<file path="config.mk">
export PLATFORM = sky130hd
export DESIGN_NAME = calc_operand_fsm
export DESIGN_NICKNAME = d
export VERILOG_FILES = /design/src/rtl/calc_operand_fsm.sv
export SDC_FILE = /design/constraint.sdc
export NUM_CORES = 1
export LEC_CHECK = 0
export CORE_MARGIN = 3
export CORE_UTILIZATION = 45
export DETAILED_ROUTE_END_ITERATION = 6
export GPL_TIMING_DRIVEN = 0
export PLACE_DENSITY = 0.74
export SLEW_MARGIN = 30
export SYNTH_ARGS = -nofsm -noshare
export SYNTH_HDL_FRONTEND = slang
export SYNTH_SLANG_ARGS = --single-unit
</file>
<file path="constraint.sdc">
create_clock -name clk -period 3.2 [get_ports clk]
set_clock_uncertainty 0.1 [all_clocks]
set_input_delay 0.64 -clock clk [delete_from_list [all_inputs] [get_ports clk]]
set_output_delay 0.64 -clock clk [all_outputs]
set_load 0.02 [all_outputs]
</file>
<file path="src/rtl/calc_operand_fsm.sv">
// Operand entry and add/subtract stage feeding the sign-magnitude display.
// Optional build macro CALC_SATURATE_EN clamps overflowed results to 8'h7F / 8'h80.
module calc_operand_fsm #(
  parameter int unsigned DEBOUNCE_CYCLES = 16
) (
  input  logic       clk,
  input  logic       rst_n,
  input  logic [7:0] sw,
  input  logic       enter_n,
  input  logic       clear_n,
  input  logic       op_sub,
  output logic [7:0] result,
  output logic       result_valid,
  output logic       overflow,
  output logic [1:0] phase
);

  localparam int unsigned CW = $clog2(DEBOUNCE_CYCLES + 1);
  localparam logic [CW-1:0] CNT_LAST = CW'(DEBOUNCE_CYCLES - 1);

  typedef enum logic [1:0] {
    GET_A = 2'b00,
    GET_B = 2'b01,
    CALC  = 2'b10,
    SHOW  = 2'b11
  } state_t;

  // Button index 0 = enter, 1 = clear
  logic [7:0]    sw_s1, sw_s2;
  logic [1:0]    btn_s1, btn_s2;
  logic [1:0]    btn_lvl, btn_lvl_d;
  logic [CW-1:0] cnt [2];
  logic [CW-1:0] cnt_d [2];

  always_ff @(posedge clk or negedge rst_n) begin
    if (!rst_n) begin
      sw_s1  <= '0;
      sw_s2  <= '0;
      btn_s1 <= '1;
      btn_s2 <= '1;
    end else begin
      sw_s1  <= sw;
      sw_s2  <= sw_s1;
      btn_s1 <= {clear_n, enter_n};
      btn_s2 <= btn_s1;
    end
  end

  always_comb begin
    btn_lvl_d = btn_lvl;
    for (int unsigned i = 0; i < 2; i++) begin
      cnt_d[i] = cnt[i];
      if (btn_s2[i] == btn_lvl[i]) begin
        cnt_d[i] = '0;
      end else if (cnt[i] == CNT_LAST) begin
        btn_lvl_d[i] = btn_s2[i];
        cnt_d[i]     = '0;
      end else begin
        cnt_d[i] = cnt[i] + CW'(1);
      end
    end
  end

  always_ff @(posedge clk or negedge rst_n) begin
    if (!rst_n) begin
      btn_lvl <= '1;
      for (int unsigned i = 0; i < 2; i++) cnt[i] <= '0;
    end else begin
      btn_lvl <= btn_lvl_d;
      for (int unsigned i = 0; i < 2; i++) cnt[i] <= cnt_d[i];
    end
  end

  // Both buttons act on the newly accepted level so a simultaneous press resolves in one cycle.
  logic enter_pulse;
  logic clear_act;
  assign enter_pulse = btn_lvl[0] & ~btn_lvl_d[0];
  assign clear_act   = ~btn_lvl_d[1];

  state_t     state_q, state_d;
  logic [7:0] reg_a, reg_a_d;
  logic [7:0] reg_b, reg_b_d;
  logic       op_q, op_d;
  logic [7:0] result_q, result_d;
  logic       valid_q, valid_d;
  logic       ovf_q, ovf_d;
  logic [8:0] addend;
  logic [8:0] sum;
  logic       sum_ovf;
  logic [7:0] calc_res;

  always_comb begin
    addend  = {reg_b[7], reg_b} ^ {9{op_q}};
    sum     = {reg_a[7], reg_a} + addend + {8'd0, op_q};
    sum_ovf = sum[8] ^ sum[7];
`ifdef CALC_SATURATE_EN
    if (sum_ovf) calc_res = sum[8] ? 8'h80 : 8'h7F;
    else         calc_res = sum[7:0];
`else
    calc_res = sum[7:0];
`endif
  end

  always_comb begin
    state_d  = state_q;
    reg_a_d  = reg_a;
    reg_b_d  = reg_b;
    op_d     = op_q;
    result_d = result_q;
    valid_d  = valid_q;
    ovf_d    = ovf_q;
    if (clear_act) begin
      state_d  = GET_A;
      reg_a_d  = '0;
      reg_b_d  = '0;
      op_d     = 1'b0;
      ovf_d    = 1'b0;
      valid_d  = 1'b0;
      result_d = sw_s2;
    end else begin
      unique case (state_q)
        GET_A: begin
          result_d = sw_s2;
          if (enter_pulse) begin
            reg_a_d = sw_s2;
            state_d = GET_B;
          end
        end
        GET_B: begin
          result_d = sw_s2;
          if (enter_pulse) begin
            reg_b_d = sw_s2;
            op_d    = op_sub;
            state_d = CALC;
          end
        end
        CALC: begin
          result_d = calc_res;
          ovf_d    = sum_ovf;
          valid_d  = 1'b1;
          state_d  = SHOW;
        end
        SHOW: begin
          if (enter_pulse) begin
            state_d  = GET_A;
            valid_d  = 1'b0;
            ovf_d    = 1'b0;
            result_d = sw_s2;
          end
        end
        default: state_d = GET_A;
      endcase
    end
  end

  always_ff @(posedge clk or negedge rst_n) begin
    if (!rst_n) begin
      state_q  <= GET_A;
      reg_a    <= '0;
      reg_b    <= '0;
      op_q     <= 1'b0;
      result_q <= '0;
      valid_q  <= 1'b0;
      ovf_q    <= 1'b0;
    end else begin
      state_q  <= state_d;
      reg_a    <= reg_a_d;
      reg_b    <= reg_b_d;
      op_q     <= op_d;
      result_q <= result_d;
      valid_q  <= valid_d;
      ovf_q    <= ovf_d;
    end
  end

  assign result       = result_q;
  assign result_valid = valid_q;
  assign overflow     = ovf_q;
  assign phase        = state_q;

endmodule

</file>
# Word level (Yosys, flattened, before mapping)
# Cells that the tools add are included.
word_totals:
  regBits: 61
  latch_bits: 0
  mem_bits_rw: 0
  rom_bits: 0
  inputBits: 13
  output_inout_bits: 12
  word_cells: 70
  n_memories: 0
classes:
  add_sub_neg: 4
  multipliers: 0
  div: 0
  order_cmp: 0
  n_eq_ne: 14
  shifts: 0
  n_mux: 28
  bitwise: 4
  reduce_logical: 6
ops:
  columns: ["op", "n"]
  rows:
  - ["$mux W8", 6]
  - ["$pmux W8 S3", 1]
  - ["$mux W5", 4]
  - ["$add A5 B1 Y5 const B", 2]
  - ["$eq A5 B4 Y1 const B", 2]
  - ["$mux W1", 10]
  - ["$add A9 B1 Y9", 1]
  - ["$add A9 B9 Y9", 1]
  - ["$ne A3 B3 Y1 const B", 3]
  - ["$xor A9 B9 Y9", 1]
  - ["$mux W2", 4]
  - ["$pmux W2 S4", 1]
  - ["$ne A2 B1 Y1 const B", 3]
  - ["$reduce_and A2 Y1", 3]
  - ["$eq A2 B2 Y1 const B", 2]
  - ["$pmux W1 S2", 2]
  - ["$ne A3 B1 Y1 const B", 1]
  - ["$reduce_and A3 Y1", 1]
  - ["$eq A1 B1 Y1", 2]
  - ["$eq A2 B1 Y1 const B", 1]
  - ["$logic_not A2 Y1", 1]
  - ["$reduce_or A2 Y1", 1]
  - ["$and A1 B1 Y1", 1]
  - ["$not A1 Y1", 1]
  - ["$xor A1 B1 Y1", 1]

# Longest topological paths before layout
logic_depth:
  word_depth: 8
  mapped_depth: 8
  mapped_depth_nobuf: 7

# Least setup slack after synthesis
# No wires, ideal clock.
synth_path:
  path_type: "reg-to-reg"
  from: "register op_q"
  to: "register ovf_q (netlist: overflow)"
  setup_ps: 122
  arrival_time_ps: 2092
  t_required_ps: 2978
  setup_slack_ps: 886
  path_stages_with_launch: 9
  n_path_buf: 1
  synth_period_minus_slack_ps: 2314
  cell_sequence: "dfrtp_1 > buf_6 > xor2_1 > ha_1 > and3_2 > a22o_4 > a221oi_4 > xor2_1 > a32o_1"
synth_via:
  elab_chain_cells: 6
synth_rtl:
  columns: ["item", "line", "rtl"]
  rows:
  - ["start, declared", "83", "logic op_q, op_d;"]
  - ["start signal, assigned", "169", "op_q <= op_d;"]
  - ["$xor A9 B9 Y9", "93", "addend = {reg_b[7], reg_b} ^ {9{op_q}};"]
  - ["$add A9 B9 Y9", "94", "sum = {reg_a[7], reg_a} + addend + {8'd0, op_q};"]
  - ["$add A9 B1 Y9 *", "94", null]
  - ["$xor A1 B1 Y1 *", "95", "sum_ovf = sum[8] ^ sum[7];"]
  - ["$pmux W1 S2 *", "121", "unique case (state_q)"]
  - ["$mux W1 *", "112", "if (clear_act) begin"]
  - ["end signal, assigned", "172", "ovf_q <= ovf_d;"]
  - ["end, declared", "86", "logic ovf_q, ovf_d;"]
# Mark *: on every way between the ends. The rest lies on a longest branch, timed or not.
# A chain may end at the register's enable or synchronous reset.

# Final worst setup path
# Same ends and word-level chain as after synthesis.

==> run_results.csv <==
group,metric,value,unit
status,status,"finished clean",
routing,drc,0,
yosys,synthDominantCellAreaShare,0.501,
clock_network,ctsRootBufferMaster,"clkbuf_8",
sta,hold-worst-slack,81.3,ps
place,gp_congestion,0.785,
worst_setup_path,critPathLaunchType,"flop",
floorplanning,die_w,84.1,µm
worst_setup_path,crit_chain,"buf_6 -> xor2_1 -> ha_1 -> and3_2 -> a22o_4 -> a221oi_4 -> xor2_1 -> a32o_1",
routing,route.vias.total,1774,
grt,grt_pass1_vias,1719,
sta,final_max_slew_viol_count,0,
place,portBuffers,24,
finish,area_delta_synth_final,21.0,%
power,ir_drop,281,µV
min_path,min_path_type,"input pin to asynchronous set/reset pin",
clock_network,hold_buffers,0,
yosys,dominantRegCellSynth,"dfrtp_1",
sta,relSlewSlack,0.578,
yosys,synth-edff-count,0,
sta,finalSetupViolCount,0,
clock_network,htreeDepth,3,
clock_network,clock_latency,330,ps
floorplanning,initial_core_util,0.481,
clock_network,cts_sinks,61,
clock_network,clockBufferDepth,2,
yosys,syn_nets,256,
sta,final.setup.tns,0,ps
yosys,synth.distinct_cells,45,
grt,grt_usage,0.144,
place,pre_cts_slack,722,ps
clock_network,cts_buffers,9,
finish,diodes,0,
grt,antenna_found_initial,0,
floorplanning,die_h,84.1,µm
worst_setup_path,cp_slowest_stage_delay,380,ps
worst_setup_path,cp_max_fo,9,
power,power_density,499,nW/µm²
yosys,syn_inst,228,
worst_setup_path,crit_family,"compound AO/OA/AOI/OAI gates",
sta,finalHoldViolations,0,
floorplanning,die-area,7080,µm²
worst_setup_path,crit_top_cell,"xor2_1",
sta,finalCritPeriodShare,0.778,
finish,fin_nets,292,
finish,final_util,0.582,
grt,grt_max_degree,41,
sta,post-route-min-period,2490,ps
yosys,synthTopCellsByArea,"dfrtp_1 50%, ha_1 6.4%, dfstp_2 5.7%",
clock_network,cts_resized,0,
routing,drt_first_pass_iters,4,
yosys,ys_seq_area_frac,0.559,
routing,antenna_left,0,
floorplanning,core_area,5710,µm²
floorplanning,io_pins,25,
worst_setup_path,arrival,2610,ps
worst_setup_path,critPathRequiredTime,3320,ps
clock_network,clk_pin_slew,70,ps
sta,worst_pin_slew,633,ps
worst_setup_path,criticalPathCategory,"flop to flop",
floorplanning,row_count,27,
routing,routedWlPerCell,13.5,µm
yosys,avgSynthCellArea,12.0,µm²
routing,drt-total-wl,4610,µm
finish,drive_gt1_frac,0.149,
grt,grt_overflow,0,
worst_setup_path,cpMaxStageDelayCell,"dfrtp_1",
place,dpl.hpwl,3410,µm
yosys,async_flop_share,1.00,
finish,final_cell_mix,"55 x dfrtp_1, 23 x clkdlybuf4s50_1, 20 x nand2_1, 17 x a22o_1, 16 x xor2_1",
sta,fmaxAchievable,402,MHz
clock_network,cts_setup_buffers,0,
routing,via_per_inst,5.20,
yosys,synth_top_cell_by_area,"dfrtp_1",
power,p_leak,1.59,nW
grt,grt_pass1_wl,8120,µm
finish,final_common_cell,"dfrtp_1",
routing,drtIter0Drc,111,
sta,rsz0062_at_grt,"no",
yosys,synth_seq_cells,61,
worst_setup_path,crit_buf_inv,1,
yosys,yosys_warnings,0,
sta,setup_ws,709,ps
flow_run,cap_violations,0,
yosys,syn_area,2750,µm²
worst_setup_path,worst_setup_path_end_kind,"flop",
clock_network,tritoncts,"yes",
[area by class of cell]
class / instances / area [µm²]
buffer: 5 / 32.5
inverter: 11 / 41.3
sequential: 61 / 1530
multi-input combinational: 151 / 1140
clock inverter: 7 / 104
tap: 72 / 90.1
fill: 478 / 2390
timing repair buffer: 25 / 258
clock buffer: 9 / 124
[kinds of logic (layout without fill, tap and decap cells)]
logic type	Yosys count	in the layout	synth area share
mux	9	9	0.0364
flops	61	61	0.559
xor+xnor	18	18	0.0574
fa+ha+maj	15	15	0.0711
simple gates	54	54	0.0975
buf+inv	16	57	0.0269
compound gates	55	55	0.152
[worst paths after layout]
| check | startpoint | endpoint | slack (ps) | cells after the start |
|---|---|---|---|---|
| max in group asynchronous | rst_n | btn_lvl[0] | 2360 | 2 |
| min | rst_n | cnt[8] | 80 | 1 |
| min in group clk | sw_s1[4] | sw_s2[4] | 240 | 0 |
| max | op_q | overflow | 710 | 8 |
| min reg2reg | sw_s1[4] | sw_s2[4] | 240 | 0 |
| max reg2reg | op_q | overflow | 710 | 8 |
[flip-flops by register name (all words and copies together) (netlist names)]
name,flops
cnt,10
reg_b,8
btn_s2,2
btn_lvl,2
result,8
phase,2
reg_a,8
result_valid,1
btn_s1,2
op_q,1
overflow,1
sw_s1,8
sw_s2,8
[through the flow]
stage	cell area [µm²]	power (mW)	cells
6_report	3320	1.66	341
5_1_grt	3320	1.73	341
4_1_cts	3320	1.68	341
3_5_place_dp	3090	0.896	325
3_3_place_gp	3080	0.891	324
2_1_floorplan	2750	0.846	228
[synthesized netlist by cell type, types with 2 or more instances]
cell type  count
o21ai_0       11
nor3_1         3
a21oi_1       11
mux2i_1        6
nor2_1         9
and2_1         3
nor4_1         3
nand2_1       20
dfstp_2        6
ha_1          14
a31oi_1        2
xor2_1        16
inv_1         10
xnor2_1        2
a311oi_1       2
a211oi_1       3
and3_1         3
a22o_1        17
dfrtp_1       55
and3_2         2
nand3_1        6
[report_power, final]
part	internal [mW]	switching, mW	leakage (nW)
logic	0.0329	0.0341	0.702
registers	0.797	0.0156	0.770
clock network	0.450	0.327	0.115
[worst reg2reg max path, stage by stage (launching register included)]
cell      delay, ps
dfrtp_1         380
buf_6           150
xor2_1          280
ha_1            310
and3_2          220
a22o_4          230
a221oi_4        330
xor2_1          120
a32o_1          270
[per-layer routing]
metal  global-route usage  wire length (µm)
met5                    0                 0
met4               0.0892               127
met1                0.194              2360
met2                0.209              1950
met3               0.0346               168
No activity file was read; power rests on OpenSTA's default activity.
